==> src/rtl/mc_ctrl_fsm.sv <==
// Multicycle MIPS control FSM: sequences fetch/decode/execute/memory/writeback with a memory handshake.
// Latency: outputs are Moore decodes of the state register (FETCH and DECODE also look at mem_ready/op); next state one edge later.
// Backpressure: FETCH, MEMRD and MEMWR hold while mem_ready=0; no other state stalls.
// Optional feature macro: MC_CTRL_BNE_EN (adds BNE decode and the branch_ne output).
// Ports: clk, reset_n (sync, active-low); op, mem_ready in; datapath controls, illegal_op,
//        state (debug) and retired (completed-instruction count) out.
module mc_ctrl_fsm #(
    parameter int OP_W    = 6,
    parameter int ALUOP_W = 2,
    parameter int CNT_W   = 32
) (
    input  logic               clk,
    input  logic               reset_n,
    input  logic [OP_W-1:0]    op,
    input  logic               mem_ready,
    output logic               mem_req,
    output logic               iord,
    output logic               memwrite,
    output logic               irwrite,
    output logic               pcwrite,
    output logic               branch,
    output logic               alusrca,
    output logic [1:0]         alusrcb,
    output logic [ALUOP_W-1:0] aluop,
    output logic [1:0]         pcsrc,
    output logic               regdst,
    output logic               memtoreg,
    output logic               regwrite,
    output logic               illegal_op,
`ifdef MC_CTRL_BNE_EN
    output logic               branch_ne,
`endif
    output logic [3:0]         state,
    output logic [CNT_W-1:0]   retired
);

    typedef enum logic [3:0] {
        S_FETCH   = 4'd0,
        S_DECODE  = 4'd1,
        S_MEMADR  = 4'd2,
        S_MEMRD   = 4'd3,
        S_MEMWB   = 4'd4,
        S_MEMWR   = 4'd5,
        S_EXECUTE = 4'd6,
        S_ALUWB   = 4'd7,
        S_BRANCH  = 4'd8,
        S_ADDIEX  = 4'd9,
        S_ADDIWB  = 4'd10,
        S_JUMP    = 4'd11
    } state_t;

    // Opcodes compare against the full op width, so nonzero upper bits never decode.
    localparam logic [OP_W-1:0] OP_LW   = OP_W'(6'b100011);
    localparam logic [OP_W-1:0] OP_SW   = OP_W'(6'b101011);
    localparam logic [OP_W-1:0] OP_RTYP = OP_W'(6'b000000);
    localparam logic [OP_W-1:0] OP_BEQ  = OP_W'(6'b000100);
    localparam logic [OP_W-1:0] OP_ADDI = OP_W'(6'b001000);
    localparam logic [OP_W-1:0] OP_J    = OP_W'(6'b000010);
`ifdef MC_CTRL_BNE_EN
    localparam logic [OP_W-1:0] OP_BNE  = OP_W'(6'b000101);
    logic bne_q;
`endif

    state_t state_q;
    state_t state_d;
    logic   ret_inc;   // this edge completes an instruction

    always_ff @(posedge clk) begin
        if (!reset_n) begin
            state_q <= S_FETCH;
            retired <= '0;
`ifdef MC_CTRL_BNE_EN
            bne_q   <= 1'b0;
`endif
        end else begin
            state_q <= state_d;
            if (ret_inc) begin
                retired <= retired + CNT_W'(1);
            end
`ifdef MC_CTRL_BNE_EN
            // Captured on the decode edge so BRANCH sees the flavour of this instruction.
            if (state_q == S_DECODE) begin
                bne_q <= (op == OP_BNE);
            end
`endif
        end
    end

    always_comb begin
        state_d    = S_FETCH;
        ret_inc    = 1'b0;
        mem_req    = 1'b0;
        iord       = 1'b0;
        memwrite   = 1'b0;
        irwrite    = 1'b0;
        pcwrite    = 1'b0;
        branch     = 1'b0;
        alusrca    = 1'b0;
        alusrcb    = 2'b00;
        aluop      = '0;
        pcsrc      = 2'b00;
        regdst     = 1'b0;
        memtoreg   = 1'b0;
        regwrite   = 1'b0;
        illegal_op = 1'b0;
        case (state_q)
            S_FETCH: begin
                mem_req = 1'b1;
                alusrcb = 2'b01;
                // IR and PC load only in the cycle the fetch completes.
                irwrite = mem_ready;
                pcwrite = mem_ready;
                state_d = mem_ready ? S_DECODE : S_FETCH;
            end
            S_DECODE: begin
                alusrcb = 2'b11;
                if (op == OP_LW || op == OP_SW) state_d = S_MEMADR;
                else if (op == OP_RTYP)         state_d = S_EXECUTE;
                else if (op == OP_BEQ)          state_d = S_BRANCH;
`ifdef MC_CTRL_BNE_EN
                else if (op == OP_BNE)          state_d = S_BRANCH;
`endif
                else if (op == OP_ADDI)         state_d = S_ADDIEX;
                else if (op == OP_J)            state_d = S_JUMP;
                else begin
                    illegal_op = 1'b1;
                    state_d    = S_FETCH;
                end
            end
            S_MEMADR: begin
                alusrca = 1'b1;
                alusrcb = 2'b10;
                state_d = (op == OP_LW) ? S_MEMRD : S_MEMWR;
            end
            S_MEMRD: begin
                mem_req = 1'b1;
                iord    = 1'b1;
                state_d = mem_ready ? S_MEMWB : S_MEMRD;
            end
            S_MEMWB: begin
                memtoreg = 1'b1;
                regwrite = 1'b1;
                ret_inc  = 1'b1;
            end
            S_MEMWR: begin
                mem_req  = 1'b1;
                iord     = 1'b1;
                memwrite = 1'b1;
                state_d  = mem_ready ? S_FETCH : S_MEMWR;
                ret_inc  = mem_ready;
            end
            S_EXECUTE: begin
                alusrca = 1'b1;
                aluop   = ALUOP_W'(2'b10);
                state_d = S_ALUWB;
            end
            S_ALUWB: begin
                regdst   = 1'b1;
                regwrite = 1'b1;
                ret_inc  = 1'b1;
            end
            S_BRANCH: begin
                alusrca = 1'b1;
                aluop   = ALUOP_W'(2'b01);
                pcsrc   = 2'b01;
                branch  = 1'b1;
                ret_inc = 1'b1;
            end
            S_ADDIEX: begin
                alusrca = 1'b1;
                alusrcb = 2'b10;
                state_d = S_ADDIWB;
            end
            S_ADDIWB: begin
                regwrite = 1'b1;
                ret_inc  = 1'b1;
            end
            S_JUMP: begin
                pcsrc   = 2'b10;
                pcwrite = 1'b1;
                ret_inc = 1'b1;
            end
            default: begin
                // Unused codes recover to FETCH silently and are not counted.
                state_d = S_FETCH;
            end
        endcase
        // Nothing may write or request while reset is held.
        if (!reset_n) begin
            mem_req    = 1'b0;
            memwrite   = 1'b0;
            irwrite    = 1'b0;
            pcwrite    = 1'b0;
            regwrite   = 1'b0;
            branch     = 1'b0;
            illegal_op = 1'b0;
        end
    end

    assign state = state_q;
`ifdef MC_CTRL_BNE_EN
    assign branch_ne = bne_q & (state_q == S_BRANCH);
`endif

endmodule

==> config.mk <==
export PLATFORM = sky130hd
export DESIGN_NAME = mc_ctrl_fsm
export DESIGN_NICKNAME = d
export VERILOG_FILES = /design/src/rtl/mc_ctrl_fsm.sv
export SDC_FILE = /design/constraint.sdc
export NUM_CORES = 1
export LEC_CHECK = 0
export ABC_CLOCK_PERIOD_IN_PS = 3500
export CAP_MARGIN = 20
export CELL_PAD_IN_SITES_DETAIL_PLACEMENT = 2
export CELL_PAD_IN_SITES_GLOBAL_PLACEMENT = 2
export CORE_MARGIN = 2
export CORE_UTILIZATION = 28
export DETAILED_ROUTE_END_ITERATION = 7
export GPL_TIMING_DRIVEN = 0
export PLACE_DENSITY_LB_ADDON = 0.1
export SLEW_MARGIN = 20
export SYNTH_ARGS = -nofsm -noshare
export SYNTH_HDL_FRONTEND = slang
export SYNTH_SLANG_ARGS = --single-unit
==> constraint.sdc <==
create_clock -name clk -period 3.5 [get_ports clk]
set_clock_uncertainty 0.15 [all_clocks]
set_input_delay 0.525 -clock clk [delete_from_list [all_inputs] [get_ports clk]]
set_output_delay 0.525 -clock clk [all_outputs]
set_load 0.02 [all_outputs]
==> results by group, run 1 <==
Status
  – Status: complete, no violations

Yosys
  – Post-synth EDFFs: 0
  – Top-area cell type share of the netlist area: 35.5%
  – Post-synth top flop: dfxtp_1
  – Top post-synthesis cells by area: dfxtp_1, a21oi_1, nor2_1, xor2_1, or3_1
  – Synth Area in Simple Gates: 34.7%
  – Mux share of post-synthesis cell area: 1.48%
  – Net Count, Synth: 275
  – Post-synthesis sequential area ratio: 35.5%
  – Synthesized cell area: 2030 um2
  – Main combinational cell family by area after synthesis: simple AND/OR/NAND/NOR gates
  – Mean post-synth cell area: 7.67 um2
  – Biggest area consumer among synthesized cells: dfxtp_1
  – Compound-Gate Fraction of Synth Area: 17.9%
  – Synth Area in Adders: 0.616%
  – Synth Area in XOR/XNOR: 6.47%
  – Library cells used by synthesis: 42
  – Asr flop ratio synth: 0%
  – Number of register bits inferred by synthesis: 36
  – Syn. warnings: 0
  – Gate Count Post-Synth: 265

Timing
  – Final Slew Violations: 0
  – Fin crit share: 93.5%
  – Final setup vio count: 0
  – Fmax: 305 MHz
  – RSZ-0062 raised after global routing: no
  – Setup_tns: 0 ns
  – Slew margin rel.: 61.9%
  – Hold Fails Final Rpt: 0
  – Worst slew pin tran: 0.572 ns
  – Period minus WS final: 3.27 ns

Power and ir drop
  – Sw frac: 24.0%
  – PwrDens: 299 nW/um2
  – Gate power share: 8.6%
  – Switching Power: 0.000206 W
  – Power Internal: 0.000652 W
  – Leak: 0.920 nW
  – Clock group share of total power: 43.2%
  – Power Total: 0.000858 W
  – Sequential share of power: 48.1%
  – Worst VDD drop: 128 uV

Floorplan
  – Num rows: 31
  – Core Area: 7140 um2
  – Die Height: 89.2 um
  – Initial Utilization: 28.5%
  – Die Width: 89.2 um
  – DIE AREA: 7950 um2
  – I/O Pins: 62

Clock tree
  – Clk sinks: 36
  – Num CTS Buffers: 5
  – Clock Latency Late Sink: 0.29 ns
  – Setup bufs post-CTS: 0
  – Hold-fix buffers, CTS: 0
  – Clk buf depth: 2
  – H-tree level count: 2
  – TritonCTS clock tree: done
  – Root buf cell: clkbuf_8
  – Post-CTS Resized: 0
  – Worst-path clk slew: 0.08 ns

Worst setup path
  – Critical Path AT: 2.60 ns
  – CP Capture Type: output pin
  – Slowest CP cell: clkdlybuf4s50_1
  – Crit path max fanout: 10
  – WP data required: 2.82 ns
  – Worst path cell trace: clkbuf_1 > nand2b_1 > nand2_1 > nor2_1 > a21oi_1 > nor3_1 > clkdlybuf4s50_1
  – Crit-path leading delay family: buffers and inverters
  – CP Class: reg2out
  – Startpoint types: register
  – Number of buffers and inverters on the critical path: 2
  – CP peak stage delay: 0.65 ns

Layout
  – Final net count: 342
  – Utilization after layout: 40.1%
  – Share of post-route cells with drive strength above 1: 4.50%
  – Layout Cells excl Fill: 432
  – Filler instances: 852
  – Inserted Diodes: 0
  – Cell area after layout: 2860 um2
  – Syn-to-layout area delta: 40.9%

Routing
  – Vias: 2227
  – DRC: 0
  – Pre-Repair DR Iteration Count: 4
  – Routed wire length per instance: 15.7 um
  – Drt initial violations: 74
  – Post-DRT Antenna Nets: 0
  – Via density: 5.16
  – Wirelength, routed: 6800 um

Global route
  – Vias in the first global route: 2200
  – All-Layer GR Usage: 17.9%
  – Total grt overflow: 0
  – Largest net degree at the start of global routing: 12
  – Global-route wire length before repair: 11200 um
  – Initial antenna violation count: 0

Worst hold path
  – Worst min path class: reg2reg

Placed design
  – RD Place Congestion: 0.778
  – I/O Buffers: 60
  – Placed cells: 424
  – DP Wirelength: 5090 um
  – Placed Instance Area: 2760 um2

Run
  – Max Cap Viol: 0
## routing by layer
layer / GRT usage (%) / part of all wire, % / vias to the layer above
met2: 28.4 / 47 / 44
li1: - / - / 1098
met3: 3.05 / 2.9 / 6
met5: 0 / 0 / -
met1: 25.4 / 50 / 1079
met4: 4.48 / 0.99 / 0
## cells by family (layout without fill, tap and decap cells)
group | after synthesis | in the layout
adders and majority gates | 1 | 1
DFF | 36 | 36
and+or+nand+nor | 134 | 134
xor gates and xnor gates | 15 | 15
buffers and inverters | 17 | 85
AOI/OAI and AO/OA | 59 | 59
muxes | 3 | 3
## registers in the layout, indices dropped and copies added (netlist names)
name     count
state        4
retired     32
## worst min-delay path, delay by kind of cell (launching register included)
family             cells  cell delay [ns]
DFF                    1             0.32
AOI/OAI and AO/OA      2             0.13
## power by group through the flow
stage | sequential (W) | clock, W | combinational, W
after floorplan | 0.000424 | 0 | 0.0000373
after global placement | 0.000422 | 0 | 0.0000728
after detailed placement | 0.000423 | 0 | 0.0000742
after CTS | 0.000413 | 0.000383 | 0.0000750
after global routing | 0.000413 | 0.000404 | 0.0000814
final | 0.000413 | 0.000371 | 0.0000738
## synthesized netlist by cell type (2+ instances only)
cell,count
a21oi_1,26
a31oi_1,2
and2_1,3
and3_1,5
and4_1,4
clkbuf_1,11
dfxtp_1,36
inv_1,4
mux2i_1,3
nand2_1,18
nand2b_1,5
nand3_1,16
nand4_1,12
nor2_1,32
nor2b_1,2
nor3_1,10
nor4_1,2
o21ai_0,12
o21ai_1,5
o31ai_1,5
or2_2,3
or3_1,13
or4_1,4
xnor2_1,3
xor2_1,12
## final timing paths
check | cells after the start | slack, ns | from | to
worst max register to register | 6 | 1.17 | retired[0] | retired[16]
worst min-delay path | 2 | 0.35 | retired[31] | retired[31]
worst max-delay path | 7 | 0.23 | state[0] | mem_req
worst min register to register | 2 | 0.35 | retired[31] | retired[31]
## cells in the final DEF (no fill, tap or decap), types with 4 or more instances in the layout
cell and instances:
nor3_1 10, nor2_1 32, o31ai_1 5, or3_1 13, nand3_1 16, inv_1 4
nand4_1 12, clkbuf_8 5, xor2_1 12, a21oi_1 26, and4_1 4, o21ai_0 12
or4_1 4, o21ai_1 5, dfxtp_1 36, and3_1 5, nand2_1 18, nand2b_1 5
clkbuf_1 12, clkdlybuf4s50_1 60
## area by class of cell
class | count | area (um2) | share of cell area, %
Tap cell | 99 | 124 | 4.33
Sequential cell | 36 | 721 | 25.2
Inverter | 4 | 15.0 | 0.524
Multi-Input combinational cell | 212 | 1240 | 43.4
Buffer | 13 | 53.8 | 1.88
Clock buffer | 6 | 72.6 | 2.53
Clock inverter | 2 | 35.0 | 1.22
Timing Repair Buffer | 60 | 601 | 21.0
## per-stage QoR
step	hold slack (ns)	worst slack [ns]
after floorplan	0.408	0.734
after global placement	0.324	0.251
after detailed placement	0.343	0.219
after CTS	0.352	0.180
after global routing	0.392	0.0412
final	0.348	0.227
Note: power is estimated with default switching activity, not from simulation.
==> run 2, diff against run 1 <==
ABC_CLOCK_PERIOD_IN_PS = 4000   (was 3500)
clock period = 4 ns   (was 3.5 ns; I/O delays follow)
==> results of run 2 <==
The final DEF is identical to that of run 1. Status: complete, no violations.
Main changes from that run: setup slack after placement 0.219 ns -> 0.569 ns; setup slack after layout 0.227 ns -> 0.594 ns; start point of the critical path state[0] -> op[1]; end point of the critical path mem_req -> illegal_op; register-to-register setup slack 1.17 ns -> 1.67 ns; total power 0.000858 W -> 0.000750 W; worst IR drop on VDD 128 uV -> 112 uV
==> run 3, diff against run 2 <==
GPL_ROUTABILITY_DRIVEN = 1   (was unset)
==> results of run 3 <==
The final DEF is identical to that of run 1. Status: complete, no violations.
Main changes from that run: setup slack after placement 0.219 ns -> 0.569 ns; setup slack after layout 0.227 ns -> 0.594 ns; start point of the critical path state[0] -> op[1]; end point of the critical path mem_req -> illegal_op; register-to-register setup slack 1.17 ns -> 1.67 ns; total power 0.000858 W -> 0.000750 W; worst IR drop on VDD 128 uV -> 112 uV
